==> config.mk <==
export PLATFORM = sky130hd
export DESIGN_NAME = remap_pixel_reader
export DESIGN_NICKNAME = d
export VERILOG_FILES = /design/src/rtl/remap_pixel_reader.sv
export SDC_FILE = /design/constraint.sdc
export NUM_CORES = 1
export LEC_CHECK = 0
export ABC_AREA = 0
export CAP_MARGIN = 20
export CORE_MARGIN = 2
export CORE_UTILIZATION = 35
export CTS_CLUSTER_SIZE = 25
export DETAILED_ROUTE_END_ITERATION = 16
export SLEW_MARGIN = 0
export SYNTH_ARGS = -nofsm -noshare
export SYNTH_HDL_FRONTEND = slang
export SYNTH_SLANG_ARGS = --single-unit
==> constraint.sdc <==
create_clock -name clk -period 7.73 [get_ports clk]
set_clock_uncertainty 0.15 [all_clocks]
set_input_delay 1.546 -clock clk [delete_from_list [all_inputs] [get_ports clk]]
set_output_delay 1.546 -clock clk [all_outputs]
set_load 0.03 [all_outputs]
==> src/rtl/remap_pixel_reader.sv <==
// Remap pixel reader: takes source coordinates, fetches pixels from frame-buffer BRAM and
// returns them in accept order as a raster-tagged valid/ready stream.
module remap_pixel_reader #(
   parameter int unsigned SRC_W      = 960,
   parameter int unsigned SRC_H      = 1080,
   parameter int unsigned OUT_W      = 1080,
   parameter int unsigned OUT_H      = 960,
   parameter int unsigned ADDR_W     = 20,
   parameter int unsigned PIX_W      = 24,
   parameter int unsigned RD_LAT     = 2,
   parameter int unsigned FIFO_DEPTH = 16,
   parameter int unsigned SKID       = 4
) (
   input  logic              clk,
   input  logic              reset,
   input  logic [11:0]       xIn,
   input  logic [11:0]       yIn,
   input  logic              addr_vld,
   output logic              mem_ready,
   output logic [ADDR_W-1:0] bram_addr,
   output logic              bram_en,
   input  logic [PIX_W-1:0]  bram_dout,
   output logic [PIX_W-1:0]  pix_out,
   output logic              pix_vld,
   input  logic              pix_ready,
   output logic              pix_sof,
   output logic              pix_eol,
   output logic              ovf
);

   localparam int unsigned PTR_W = $clog2(FIFO_DEPTH);
   localparam int unsigned CNT_W = $clog2(FIFO_DEPTH + RD_LAT + 3) + 1;
   localparam int unsigned OX_W  = $clog2(OUT_W + 1);
   localparam int unsigned OY_W  = $clog2(OUT_H + 1);
   localparam logic [11:0] X_MAX = 12'(SRC_W - 1);
   localparam logic [11:0] Y_MAX = 12'(SRC_H - 1);

   logic [11:0]       x_c;
   logic [11:0]       y_c;
   logic [ADDR_W-1:0] lin_addr;
   logic [RD_LAT-1:0] rd_vld_q;
   logic [PIX_W-1:0]  fifo_mem [FIFO_DEPTH];
   logic [PTR_W-1:0]  wr_ptr_q;
   logic [PTR_W-1:0]  rd_ptr_q;
   logic [CNT_W-1:0]  count_q;
   logic [CNT_W-1:0]  inflight_q;
   logic [CNT_W-1:0]  occupancy;
   logic [OX_W-1:0]   ox_q;
   logic [OY_W-1:0]   oy_q;
   logic              push;
   logic              pop;
   logic              full;
   logic              wr_ok;

   // Truncating each operand to ADDR_W keeps the product exact modulo 2**ADDR_W.
   always_comb begin
      x_c      = (xIn > X_MAX) ? X_MAX : xIn;
      y_c      = (yIn > Y_MAX) ? Y_MAX : yIn;
      lin_addr = ADDR_W'(y_c) * ADDR_W'(SRC_W) + ADDR_W'(x_c);
   end

   assign push      = rd_vld_q[RD_LAT-1];
   assign full      = (count_q == CNT_W'(FIFO_DEPTH));
   assign pop       = pix_vld & pix_ready;
   assign wr_ok     = push & (~full | pop);
   assign occupancy = count_q + inflight_q + CNT_W'(addr_vld);

   assign pix_vld = (count_q != '0);
   assign pix_out = pix_vld ? fifo_mem[rd_ptr_q] : '0;
   assign pix_eol = pix_vld & (ox_q == OX_W'(OUT_W - 1));
   assign pix_sof = pix_vld & (ox_q == '0) & (oy_q == '0);

   always_ff @(posedge clk) begin
      if (reset) begin
         mem_ready  <= 1'b0;
         bram_en    <= 1'b0;
         bram_addr  <= '0;
         rd_vld_q   <= '0;
         inflight_q <= '0;
         wr_ptr_q   <= '0;
         rd_ptr_q   <= '0;
         count_q    <= '0;
         ovf        <= 1'b0;
         ox_q       <= '0;
         oy_q       <= '0;
      end else begin
         mem_ready <= (occupancy <= CNT_W'(FIFO_DEPTH - SKID));
         bram_en   <= addr_vld;
         if (addr_vld) begin
            bram_addr <= lin_addr;
         end
         rd_vld_q[0] <= bram_en;
         for (int i = 1; i < RD_LAT; i++) begin
            rd_vld_q[i] <= rd_vld_q[i-1];
         end
         // Dropped pushes still retire from the in-flight count.
         inflight_q <= inflight_q + CNT_W'(addr_vld) - CNT_W'(push);
         if (wr_ok) begin
            wr_ptr_q <= wr_ptr_q + PTR_W'(1);
         end
         if (pop) begin
            rd_ptr_q <= rd_ptr_q + PTR_W'(1);
         end
         count_q <= count_q + CNT_W'(wr_ok) - CNT_W'(pop);
         if (push & full & ~pop) begin
            ovf <= 1'b1;
         end
         if (pop) begin
            if (ox_q == OX_W'(OUT_W - 1)) begin
               ox_q <= '0;
               oy_q <= (oy_q == OY_W'(OUT_H - 1)) ? '0 : oy_q + OY_W'(1);
            end else begin
               ox_q <= ox_q + OX_W'(1);
            end
         end
      end
   end

   // When full, a same-cycle pop frees the head slot that wr_ptr points at.
   always_ff @(posedge clk) begin
      if (wr_ok) begin
         fifo_mem[wr_ptr_q] <= bram_dout;
      end
   end

endmodule

==> results of run 1 <==
## cell usage in the layout (no fill, tap or decap), types with 30 or more instances in the layout
| cell type | n |
|---|---|
| a21oi_1 | 34 |
| and2_1 | 30 |
| clkbuf_16 | 49 |
| clkdlybuf4s50_1 | 100 |
| dfxtp_1 | 67 |
| edfxtp_1 | 384 |
| ha_1 | 50 |
| inv_1 | 74 |
| mux4_2 | 120 |
| nor2_1 | 79 |
## cell type report
class                           instances  area [um^2]
Fill cell                            5005        31900
Sequential cell                       454        12900
Multi-Input combinational cell        585         6270
Clock buffer                           66         1300
Timing Repair Buffer                  121         1260
Tap cell                              748          936
Inverter                               75          282
Clock inverter                         25          191
Antenna cell                            2         5.00
## power breakdown
group	internal (mW)	switching (mW)
Combinational	0.889	0.916
Sequential	2.72	0.137
Clock	1.22	0.953
Total	4.83	2.01
## kinds of logic after synthesis
group                    synth area share
AND/OR/NAND/NOR                    0.0616
XOR/XNOR                           0.0229
buffers and inverters              0.0233
multiplexers                        0.141
AO/OA/AOI/OAI                      0.0330
adder cells (fa/ha/maj)            0.0556
flip-flops                          0.663
other                            0.000385
## how the worst max path moves through the flow
| stage | to | startpoint |
|---|---|---|
| finish | bram_addr[19] | yIn[8] |
| global route | bram_addr[19] | yIn[8] |
| CTS | bram_addr[19] | yIn[8] |
| detailed placement | bram_addr[19] | yIn[8] |
| global placement | bram_addr[19] | yIn[8] |
| floorplan | bram_addr[19] | yIn[8] |
## flip-flops by register name (all words and copies together) (netlist names), named ones only
name,cells
fifo_mem,384
bram_addr,20
ox_q,11
oy_q,10
count_q,6
inflight_q,6
rd_ptr_q,4
wr_ptr_q,4
rd_vld_q,2
bram_en,1
mem_ready,1
ovf,1
## metal layers
layer | GRT usage | part of all wire
met5 | 0 | 0.00054
met4 | 0.0454 | 0.021
met3 | 0.0294 | 0.046
met2 | 0.254 | 0.50
met1 | 0.198 | 0.44
## synthesized netlist by cell type, drive strengths merged (10+ instances only)
cell type / instances / area, um^2
a211oi: 16 / 130
inv: 75 / 282
o21ai: 11 / 55.1
and2: 30 / 188
xnor2: 23 / 201
ha: 50 / 626
nand4: 11 / 68.8
xor2: 28 / 245
nor2: 91 / 342
a21oi: 34 / 170
nand2: 28 / 105
clkbuf: 33 / 124
dfxtp: 70 / 1400
nand2b: 10 / 62.6
fa: 23 / 460
nor3: 13 / 65.1
edfxtp: 384 / 11500
mux4: 120 / 2700
buf: 12 / 50.1
## stage by stage
| stage | power [mW] | instances | area [um^2] | util | setup WS [ps] |
|---|---|---|---|---|---|
| global placement | 4.71 | 1978 | 21600 | 0.391 | 885 |
| detailed placement | 4.74 | 1981 | 21600 | 0.393 | 762 |
| global route | 7.18 | 2075 | 23200 | 0.421 | 997 |
| finish | 6.83 | 2076 | 23200 | 0.421 | 1380 |
| CTS | 6.93 | 2072 | 23100 | 0.420 | 1390 |
| floorplan | 4.17 | 1159 | 19500 | - | 1680 |
==> results.tsv, run 1 <==
metric	value	unit
crit path DAT	6680	ps
clock buffer count from CTS	49	
Iter 0 DRT Violations	664	
Final period util	0.821	
worst rel slew slack	0.233	
setup repair bufs after CTS	0	
CTS H-tree depth	2	
DRT Wirelength	42.5	mm
Final setup viols	0	
Leakage	7.61	nW
Fin. Hold Viols	0	
CP max FO	10	
Register-to-Register Path Depth	16	
HP Start	rd_vld_q[0]	
worst skew pair latency	590	ps
flops & latches, synth	454	
Reg clk slew, reported paths	60	ps
Fin Setup TNS	0	ps
Starting Density	0.354	
fmax	0.157	GHz
worst reg-to-reg setup slack	4060	ps
CP Cell Sequence	clkdlybuf4s50_1, nor4_1, nand2_1, a21oi_1, nand2b_1, fa_1, inv_1, fa_1, inv_1, ha_1, o21a_1, o21a_1, a211o_1, or3b_4, nor4_4, a2111oi_1, a311o_1	
root buffer cell	clkbuf_16	
Core Rows	86	
Die W	240	um
yosys warns	0	
sequential-to-total area share from yosys stat	0.663	
EDFF count, synth	384	
share of cells above drive strength 1	0.173	
router iterations before antenna repair	5	
Post-synth ARST share	0	
Netlist cell types	59	
Post-CTS Resized	0	
CTS tree	built	
DIE HEIGHT	240	um
Hold Crit Depth	1	
largest net degree at the start of global routing	55	
max-cap viol count	0	
Max rail drop VDD	0.159	mV
I/O pins	102	
DP Wirelength	24.4	mm
drt drc	0	
Final Max Tran Viols	0	
Worst R2R End	count_q[4]	
vias in the first global route	10900	
Final #Nets	1411	
cell family with most CP delay	compound AO/OA/AOI/OAI gates	
Worst Path Buf+Inv	3	
Port Buf Inserts	101	
R2R Path Start	count_q[4]	
Hold WS	288	ps
Clock Path Buffers	3	
die area	0.0577	mm^2
Worst Hold Endpoint	rd_vld_q[1]	
crit path max-delay cell type	fa_1	
PD cells	295	mW/mm^2
Hold Path Class	reg2reg	
first-pass GRT wire length	64.8	mm
Routed Antenna Nets	0	
CP Launch Type	input port	
Avg Cell Area, Syn	16.9	um^2
clk sinks	454	
Worst Tran Pin Value	1150	ps
Setup CP Type	in2reg	
vias per cell	4.99	
DR vias	10400	
RePlAce Congestion	0.762	
cts hold-fix bufs	0	
Post-synth top flop	edfxtp_1	
Mapped Area	0.0195	mm^2
gate count after technology mapping	1157	
area grow syn2layout	18.8	%
CP endpoint kind	register	
Critical Path Max Stage Delay	560	ps
Core Footprint	0.0551	mm^2
status	finished, final reports clean	
CP required	8060	ps
Final min period	6350	ps
DR WL/cell	20.5	um
GRT Total Usage	0.151	
RSZ-0062 raised after global routing	no	
initial antenna violation count	3	
GRT overflow	0	
Crit. path cell count	17	
Note: power is estimated with default switching activity, not from simulation.
==> run 2, diff against run 1 <==
==> constraint.sdc (replaced) <==
create_clock -name clk -period 6.31 [get_ports clk]
set_clock_uncertainty 0.15 [all_clocks]
set_input_delay 1.262 -clock clk [delete_from_list [all_inputs] [get_ports clk]]
set_output_delay 1.262 -clock clk [all_outputs]
set_load 0.03 [all_outputs]
==> run 2 against run 1 <==
Net effect:
- routed wire length up 0.34%
- non-clock buffer count increased by 6
- via count decreased by 0.26%
- sequential power rose by 21%
- sequential share of layout area decreased by 0.15 points
- critical endpoint is now bram_addr[18]
- register-to-register slack worse by 1400 ps
- combinational power increased by 25%
- final cell count rose by 0.14%
- critical path type unchanged
- cell area increased by 0.26%
- critical path depth is 1 higher
- total power grew 25%
==> results.tsv, run 2 (synthesized netlist as in run 1, its figures left out) <==
metric	value	unit	change
CP required	6630	ps	-1430 ps
die area	0.0577	mm^2	unchanged
clock power share	0.328		+0.010
Fin. Hold Viols	0		unchanged
Setup CP Type	in2reg		
vias in the first global route	10800		-1.0%
Core Rows	86		unchanged
root buffer cell	clkbuf_16		
area grow syn2layout	19.1	%	
Final Cell Area	0.0232	mm^2	+0.26%
Register-to-Register Path Depth	16		unchanged
I/O pins	102		unchanged
cts hold-fix bufs	0		unchanged
Iter 0 DRT Violations	604		-9.0%
Fin Setup TNS	0	ps	unchanged
largest reg by FF count	fifo_mem		
pre-CTS setup slack	51.0	ps	-711 ps
status	finished, final reports clean		
final setup margin	617	ps	-764 ps
Worst R2R End	count_q[4]		
dpl cells	1987		+0.30%
setup repair bufs after CTS	0		unchanged
CP max FO	9		-1
CP Launch Point	yIn[8]		
GRT Total Usage	0.151		+0.000391
DRT Wirelength	42.6	mm	+0.34%
clock buffer count from CTS	48		-2.0%
Final min period	5690	ps	
Post-CTS Resized	0		unchanged
Fillers	4978		-0.54%
Worst Tran Pin Value	1090	ps	-57.3 ps
DR WL/cell	20.5	um	+0.19%
GRT overflow	0		unchanged
drt drc	0		unchanged
CTS tree	built		
Largest register FFs	384		unchanged
Leakage	7.71	nW	+1.3%
Area after DPL	0.0216	mm^2	about the same
vias per cell	4.97		-0.40%
RSZ-0062 raised after global routing	no		
most common cell after layout, fill and taps aside	edfxtp_1		
Core Footprint	0.0551	mm^2	unchanged
CTS H-tree depth	2		unchanged
worst rel slew slack	0.271		+0.0383
Final #Nets	1416		+0.35%
DIE HEIGHT	240	um	unchanged
first-pass GRT wire length	64.9	mm	+0.20%
number of non-filler instances in the completed layout	2079		+0.14%
Flop pwr share	0.406		-0.012
Max rail drop VDD	0.233	mV	+47%
ant diodes	0		-2
Clock Path Buffers	3		unchanged
PD cells	366	mW/mm^2	+24%
initial antenna violation count	0		-3
max-cap viol count	0		unchanged
Hold Path Class	reg2reg		
DR vias	10300		-0.26%
Die W	240	um	unchanged
Final setup viols	0		unchanged
worst reg-to-reg setup slack	2700	ps	-1360 ps
Final period util	0.902		
Reg clk slew, reported paths	60	ps	about the same
Starting Density	0.354		unchanged
switching power	2.48	mW	+24%
commonest cells after routing, fill and taps aside	edfxtp_1 (384), mux4_2 (120), clkdlybuf4s50_1 (100), nor2_1 (79), inv_1 (74)		
CP endpoint	bram_addr[18]		
DP Wirelength	25.2	mm	+3.0%
crit path DAT	6010	ps	-670 ps
Final Max Tran Viols	0		unchanged
Routed Antenna Nets	0		unchanged
RePlAce Congestion	0.741		-2.7%
router iterations before antenna repair	5		unchanged
share of cells above drive strength 1	0.188		+0.0151
worst skew pair latency	580	ps	about the same
sw frac	0.291		-0.00216
Gate power share	0.266		+0.002
Port Buf Inserts	101		unchanged
CP endpoint kind	register		
Cell Int Power	6.03	mW	+25%
R2R Path Start	count_q[4]		
leading registers by flop count	fifo_mem: 384 flops, bram_addr: 20 flops, ox_q: 11 flops		
fmax	0.176	GHz	
clk sinks	454		unchanged
CP Launch Type	input port		
largest net degree at the start of global routing	57		+3.6%
[run 2: cell count changes in the layout (fill, tap and decap cells not counted), sizes merged]
cell and delta:
buf +6, clkbuf -11, bufinv +3, clkinv +4, clkinvlp +1, diode -2, inv +2
[run 2: worst min path at each step]
stage | cells after the start | startpoint | end
2_1_floorplan | 1 | rd_vld_q[0] | rd_vld_q[1]
3_3_place_gp | 1 | rd_vld_q[0] | rd_vld_q[1]
3_5_place_dp | 1 | rd_vld_q[0] | rd_vld_q[1]
4_1_cts | 1 | rd_vld_q[0] | rd_vld_q[1]
5_1_grt | 1 | rd_vld_q[0] | rd_vld_q[1]
6_report | 1 | rd_vld_q[0] | rd_vld_q[1]
[run 2: routing by layer]
metal  track usage  wire (um)  share of wire  up-vias
met3        0.0261       1690          0.040       53
met1         0.198      18600           0.44     5365
li1              -          -              -     4717
met2         0.261      21500           0.51      192
met4        0.0376        779          0.018        0
met5             0          0              0        -
[run 2: critical path, stage by stage]
cell,delay (ps)
clkdlybuf4s50_1,420
nor4_1,380
nand2_1,120
a21oi_1,200
buf_4,190
nand2b_1,110
fa_1,530
fa_1,520
inv_1,60
fa_1,500
inv_1,40
ha_1,270
o21ai_0,90
a21boi_0,300
o21ai_0,260
a211oi_2,360
a211oi_1,120
nor4_1,290
[run 2: cell type report]
type                    count  area, um^2  share of cell area
clock inverters            35         324              0.0139
inverters                  75         282              0.0121
repair buffers            127        1270              0.0547
multi-input cells         585        6250               0.269
clock buffers              55        1250              0.0537
well taps                 748         936              0.0403
flip-flops and latches    454       12900               0.557
[run 2: power groups by stage]
stage	Combinational [mW]	Sequential, mW	Clock, mW
after CTS	2.30	3.46	2.86
after detailed placement	2.29	3.53	0
after floorplan	1.62	3.49	0
after global routing	2.49	3.47	2.98
after global placement	2.27	3.52	0
final	2.26	3.46	2.79
[run 2: stage by stage]
stage          power (mW)  hold slack [ps]   util
2_1_floorplan        5.11              264      -
3_3_place_gp         5.79              273  0.392
3_5_place_dp         5.81              276  0.393
4_1_cts              8.63              289  0.421
5_1_grt              8.94              312  0.422
6_report             8.51              284  0.422
